## config.mk

```make
export PLATFORM = sky130hd
export DESIGN_NAME = bit_population_generator_flat
export DESIGN_NICKNAME = d
export VERILOG_FILES = /design/src/rtl/bit_population_generator_if.sv /design/src/rtl/bit_population_generator.sv /design/src/flat_wrapper.sv
export SDC_FILE = /design/constraint.sdc
export NUM_CORES = 1
export LEC_CHECK = 0
export CAP_MARGIN = 20
export CORE_ASPECT_RATIO = 2
export CORE_UTILIZATION = 41
export CTS_BUF_LIST = sky130_fd_sc_hd__clkbuf_8
export DETAILED_ROUTE_END_ITERATION = 8
export HOLD_SLACK_MARGIN = 0.05
export REMOVE_ABC_BUFFERS = 1
export SETUP_SLACK_MARGIN = 0.05
export SYNTH_ARGS = -nofsm -noshare
export SYNTH_HDL_FRONTEND = slang
export SYNTH_SLANG_ARGS = --single-unit
```

## constraint.sdc

```tcl
create_clock -name clk_i -period 1.63 [get_ports clk_i]
set_input_delay 0.163 -clock clk_i [delete_from_list [all_inputs] [get_ports clk_i]]
set_output_delay 0.163 -clock clk_i [all_outputs]
set_load 0.005 [all_outputs]
```

## src/rtl/bit_population_generator_if.sv

```systemverilog
// Handshake/bus bundle between a count producer and the bit population generator.
// Latency: none, wires only; WIDTH must match the attached generator.
// Backpressure: producer watches ready_o; with BPG_RANGE_ERR_EN defined the bundle also carries err_o.
interface bit_population_generator_if #(
    parameter int WIDTH = 7
);
    localparam int CW = $clog2(WIDTH) + 1;

    logic [CW-1:0]    cnt_i;
    logic             cnt_val_i;
    logic             ready_o;
    logic [WIDTH-1:0] data_o;
    logic             data_val_o;
    logic             busy_o;
`ifdef BPG_RANGE_ERR_EN
    logic             err_o;

    modport master (output cnt_i, cnt_val_i, input ready_o, data_o, data_val_o, busy_o, err_o);
    modport slave  (input cnt_i, cnt_val_i, output ready_o, data_o, data_val_o, busy_o, err_o);
`else
    modport master (output cnt_i, cnt_val_i, input ready_o, data_o, data_val_o, busy_o);
    modport slave  (input cnt_i, cnt_val_i, output ready_o, data_o, data_val_o, busy_o);
`endif
endinterface

```

## src/rtl/bit_population_generator.sv

```systemverilog
// Serially builds a WIDTH-bit word holding cnt_i contiguous ones from bit 0, one bit per clock.
// Latency: data_val_o pulses k+1 cycles after the accept edge, k = min(cnt_i, WIDTH).
// Backpressure: ready_o low while generating, cnt_val_i ignored then; BPG_RANGE_ERR_EN rejects cnt_i > WIDTH via err_o.
module bit_population_generator #(
    parameter int WIDTH = 7
) (
    input  logic                       clk_i,
    input  logic                       arst_n_i,
    bit_population_generator_if.slave  bus
);
    localparam int CW = $clog2(WIDTH) + 1;
    localparam int IW = $clog2(WIDTH);
    localparam logic [CW-1:0] WIDTH_C = CW'(WIDTH);
    localparam logic [CW-1:0] ONE_C   = CW'(1);

    typedef enum logic [1:0] {IDLE, FILL, DONE} state_t;

    state_t           state;
    state_t           state_nxt;
    logic [WIDTH-1:0] acc;
    logic [WIDTH-1:0] data;
    logic             data_val;
    logic [IW-1:0]    idx;
    logic [CW-1:0]    rem;
    logic             accept;
    logic             over;
    logic             reject;
    logic [CW-1:0]    k;

    assign accept = bus.cnt_val_i && (state == IDLE);
    assign over   = bus.cnt_i > WIDTH_C;
    assign k      = over ? WIDTH_C : bus.cnt_i;

`ifdef BPG_RANGE_ERR_EN
    logic err_pend;
    logic err;

    assign reject    = over;
    assign bus.err_o = err;

    // Out-of-range rejection flag, delayed one extra flop so it lands where a k=0 result would.
    always_ff @(posedge clk_i or negedge arst_n_i) begin
        if (!arst_n_i) begin
            err_pend <= 1'b0;
            err      <= 1'b0;
        end else begin
            err_pend <= accept && over;
            err      <= err_pend;
        end
    end
`else
    assign reject = 1'b0;
`endif

    // State register.
    always_ff @(posedge clk_i or negedge arst_n_i) begin
        if (!arst_n_i) begin
            state <= IDLE;
        end else begin
            state <= state_nxt;
        end
    end

    // Next-state: FILL lasts exactly k cycles, leaving on the edge where rem is 1.
    always_comb begin
        state_nxt = state;
        case (state)
            IDLE: begin
                if (accept && !reject) begin
                    state_nxt = (k == '0) ? DONE : FILL;
                end
            end
            FILL: begin
                if (rem == ONE_C) begin
                    state_nxt = DONE;
                end
            end
            DONE:    state_nxt = IDLE;
            default: state_nxt = IDLE;
        endcase
    end

    // Datapath: idx is held on the final fill so it never goes past WIDTH-1.
    always_ff @(posedge clk_i or negedge arst_n_i) begin
        if (!arst_n_i) begin
            acc      <= '0;
            data     <= '0;
            data_val <= 1'b0;
            idx      <= '0;
            rem      <= '0;
        end else begin
            data_val <= 1'b0;
            case (state)
                IDLE: begin
                    if (accept && !reject) begin
                        acc <= '0;
                        idx <= '0;
                        rem <= k;
                    end
                end
                FILL: begin
                    acc[idx] <= 1'b1;
                    rem      <= rem - ONE_C;
                    if (rem != ONE_C) begin
                        idx <= idx + IW'(1);
                    end
                end
                DONE: begin
                    data     <= acc;
                    data_val <= 1'b1;
                end
                default: ;
            endcase
        end
    end

    assign bus.ready_o    = (state == IDLE);
    assign bus.busy_o     = (state != IDLE);
    assign bus.data_o     = data;
    assign bus.data_val_o = data_val;

endmodule

```

## src/flat_wrapper.sv

```systemverilog
// flat-port wrapper written by rule: the top's interface ports become plain ports
module bit_population_generator_flat 
#(
    parameter int WIDTH = 7
)
  (clk_i, arst_n_i, bus_cnt_i, bus_cnt_val_i, bus_ready_o, bus_data_o, bus_data_val_o, bus_busy_o);
  bit_population_generator_if #(.WIDTH(WIDTH)) bus_i ();
  input  logic clk_i;
  input  logic arst_n_i;
  input wire logic [$bits(bus_i.cnt_i)-1:0] bus_cnt_i;
  input wire logic [$bits(bus_i.cnt_val_i)-1:0] bus_cnt_val_i;
  output wire logic [$bits(bus_i.ready_o)-1:0] bus_ready_o;
  output wire logic [$bits(bus_i.data_o)-1:0] bus_data_o;
  output wire logic [$bits(bus_i.data_val_o)-1:0] bus_data_val_o;
  output wire logic [$bits(bus_i.busy_o)-1:0] bus_busy_o;
  assign bus_i.cnt_i = bus_cnt_i;
  assign bus_i.cnt_val_i = bus_cnt_val_i;
  assign bus_ready_o = bus_i.ready_o;
  assign bus_data_o = bus_i.data_o;
  assign bus_data_val_o = bus_i.data_val_o;
  assign bus_busy_o = bus_i.busy_o;
  bit_population_generator #(.WIDTH(WIDTH)) u_core (.clk_i(clk_i), .arst_n_i(arst_n_i), .bus(bus_i));
endmodule
```

==> impl_summary.log <==
INFO  metric placement_cell_area = 1290 um2
INFO  metric post-place-ws = 91.5 ps
INFO  metric final-max-slew-violation-count = 0
INFO  metric synth_sequential_area_ratio = 0.548
INFO  metric tritoncts = done
INFO  metric cp_data_required_time = 1470 ps
INFO  metric cts.sinks = 24
INFO  metric floorplan.initialDensity = 0.432
INFO  metric cts_hold_buffers = 0
INFO  metric fillers = 237
INFO  metric die_w = 38.6 um
INFO  metric power.share.combinational = 0.417
INFO  metric run_status = finished clean
INFO  metric worstSetupStartpointType = flip-flop
INFO  metric final_hold_viol_count = 0
INFO  metric yosys_warnings = 0
INFO  metric grt_antenna_before_repair = 0
INFO  metric synth_largest_type_area_fraction = 0.548
INFO  metric replace_congestion = 0.814
INFO  metric clockPowerShare = 0.156
INFO  metric grt_setup_unrepaired = true
INFO  metric final_min_period_over_clock_period = 0.929
INFO  metric floorplan.die.height = 75.1 um
INFO  metric layout.cells.most_common = dfrtp_1
INFO  metric dr_drc_count = 0
INFO  metric setup.worst_path.class = flip-flop to output pin
INFO  metric class_of_the_tightest_hold_or_removal_check = input port to asynchronous set/reset pin
INFO  metric dp_hpwl = 1.64 mm
INFO  metric edff_count_synth = 0
INFO  metric root_buffer = clkbuf_8
INFO  metric path_clk_slew = 80 ps
INFO  metric rows = 26
INFO  metric total_power = 2.49 mW
INFO  metric initialDrtViolationCount = 10
INFO  metric flow.area_growth_from_synthesis = 25.8%
INFO  metric hold_slack = 255 ps
INFO  metric power_switching_share = 0.331
INFO  metric cts_made_buffers = 3
INFO  metric max_cap_violations = 0
INFO  metric finalNetCount = 124
INFO  metric max_slew.worst_pin.slew = 383 ps
INFO  metric htree_num_levels = 1
INFO  metric post_route_cell_area = 1380 um2
INFO  metric postLayoutSetupSlackWorst = 116 ps
INFO  metric synth.distinct_cells = 28
INFO  metric place_inst = 135
INFO  metric insertedDiodeCount = 0
INFO  metric power.switching = 0.821 mW
INFO  metric layout-drive-gt1-share = 0.212
INFO  metric max-clock-path-buffers = 2
INFO  metric grt_start_max_net_pins = 25
INFO  metric pwr-share-seq = 0.427
INFO  metric via_count = 791
INFO  metric yosys_most_used_dff = dfrtp_1
INFO  metric p_leak = 0.625 nW
INFO  metric final_core_utilization = 0.543
INFO  metric first_pass_iters = 4
INFO  metric async_set_or_reset_flop_fraction_in_the_synthesized_netlist = 1.00
INFO  metric grt_pass1_wl = 3.36 mm
INFO  metric insertion_delay = 260 ps
INFO  metric synth_largest_area_cell = dfrtp_1
INFO  metric mappedNetlistArea = 1100 um2
INFO  metric worst_slew_margin_rel = 0.742
INFO  metric fp.coreArea = 2540 um2
INFO  metric power.density = 1800 nW/um2
INFO  metric grt_util_all_layers = 0.166
INFO  metric timing.final.crit_period = 1510 ps
INFO  metric max_freq = 0.661 GHz
INFO  metric route.detailed.vias_per_inst = 5.61
INFO  metric post_route_insts_no_fill = 141
INFO  metric buffer_ports.inserted = 16
INFO  metric synth.ff_latch_count = 24
INFO  metric first_global_vias = 762
INFO  metric setup_viol = 0
INFO  metric floorplan.io_pins = 17
INFO  metric final_cell_mix = dfrtp_1 (22), clkdlybuf4s50_1 (16), mux2_2 (7), buf_4 (7), nand3_1 (6)
INFO  metric internal-power = 1.66 mW
INFO  metric cp_max_fo = 4
INFO  metric max_vdd_drop = 0.858 mV
INFO  metric dieArea = 2900 um2
INFO  metric critical_path.endpoint_type = output pin
INFO  metric post_synth_inst_count = 91
INFO  metric cells_taking_the_most_area_after_synthesis = dfrtp_1 (55%), mux2_2 (7.2%), a32o_1 (4.6%)
INFO  metric area.sequential = 603 um2
INFO  metric fin_worst_skew = 3.90 ps
INFO  metric gr-total-overflow = 0
INFO  metric timing.critical_path.arrival = 1350 ps
INFO  metric final_antenna_net_count = 0
INFO  metric multi_input_area = 458 um2
INFO  metric syn-mean-instance-area = 12.0 um2
INFO  metric final.setup.tns = 0 ps
INFO  metric post_detailed_route_wirelength_per_cell = 14.8 um
INFO  metric wl = 2.09 mm
==> final timing paths <==
check	slack, ps	endpoint	depth (start not counted)	start
min reg2reg	490	u_core.acc[6]	1	u_core.acc[6]
max reg2reg	160	u_core.rem[2]	4	u_core.state[1]
max in group asynchronous	1140	u_core.state[0]	2	arst_n_i
max	120	bus_ready_o	2	u_core.state[1]
min in group clk_i	490	u_core.acc[6]	1	u_core.acc[6]
min	260	u_core.acc[3]	2	arst_n_i
==> per-layer routing <==
| metal | wire [um] | vias to the layer above | track usage |
|---|---|---|---|
| met5 | 0 | - | 0 |
| met4 | 23 | 0 | 0.0805 |
| met3 | 61 | 2 | 0.00885 |
| met2 | 1240 | 20 | 0.326 |
| met1 | 760 | 392 | 0.161 |
| li1 | - | 377 | - |
==> what timing repair did <==
action                                  CTS  global route
endpoints found under the setup margin    2             2
gates resized for setup                   4             2
setup buffers                             1             1
pin swaps                                 0             0
==> worst max-delay path, cell delays in order, from the launching register on <==
cell and delay [ps]:
dfrtp_2 430, nor2_4 140, clkdlybuf4s50_1 530
==> power by group through the flow <==
stage / clock [mW] / combinational [mW] / sequential, mW
2_1_floorplan: 0 / 0.558 / 1.04
3_3_place_gp: 0 / 0.956 / 1.07
3_5_place_dp: 0 / 0.984 / 1.09
4_1_cts: 0.394 / 1.01 / 1.08
5_1_grt: 0.414 / 1.16 / 1.09
6_report: 0.388 / 1.04 / 1.06
==> cell families (layout without fill, tap and decap cells) <==
logic type,after synthesis,count (layout),synth area share
simple gates,30,30,0.158
mux,10,10,0.0993
flops,24,24,0.548
fa+ha+maj,3,3,0.0343
buf+inv,9,31,0.0479
compound gates,15,15,0.113
==> cells in the mapped netlist, types with 2 or more instances <==
cell and count:
nand2b_1 2, nand2_1 4, a22o_1 3, nor2b_1 2
dfrtp_1 24, inv_1 4, a32o_1 5, mux2_2 7
buf_2 3, o21ai_0 2, nor3b_1 2, nand3_1 7
ha_1 3, buf_6 2, nor4_1 2, nor2_1 5
mux2i_1 3
==> cell type report <==
class                   count  share of cell area
well taps                  28              0.0254
clock buffers               4              0.0399
multi-input cells          58               0.332
flip-flops and latches     24               0.437
inverters                   4              0.0109
repair buffers             23               0.154
==> registers in the layout (all words and copies together) (netlist names) <==
register / count
u_core.acc: 7
u_core.bus.data_o: 7
u_core.rem: 4
u_core.idx: 3
u_core.state: 2
u_core.bus.data_val_o: 1
Note: power is estimated with default switching activity, not from simulation.
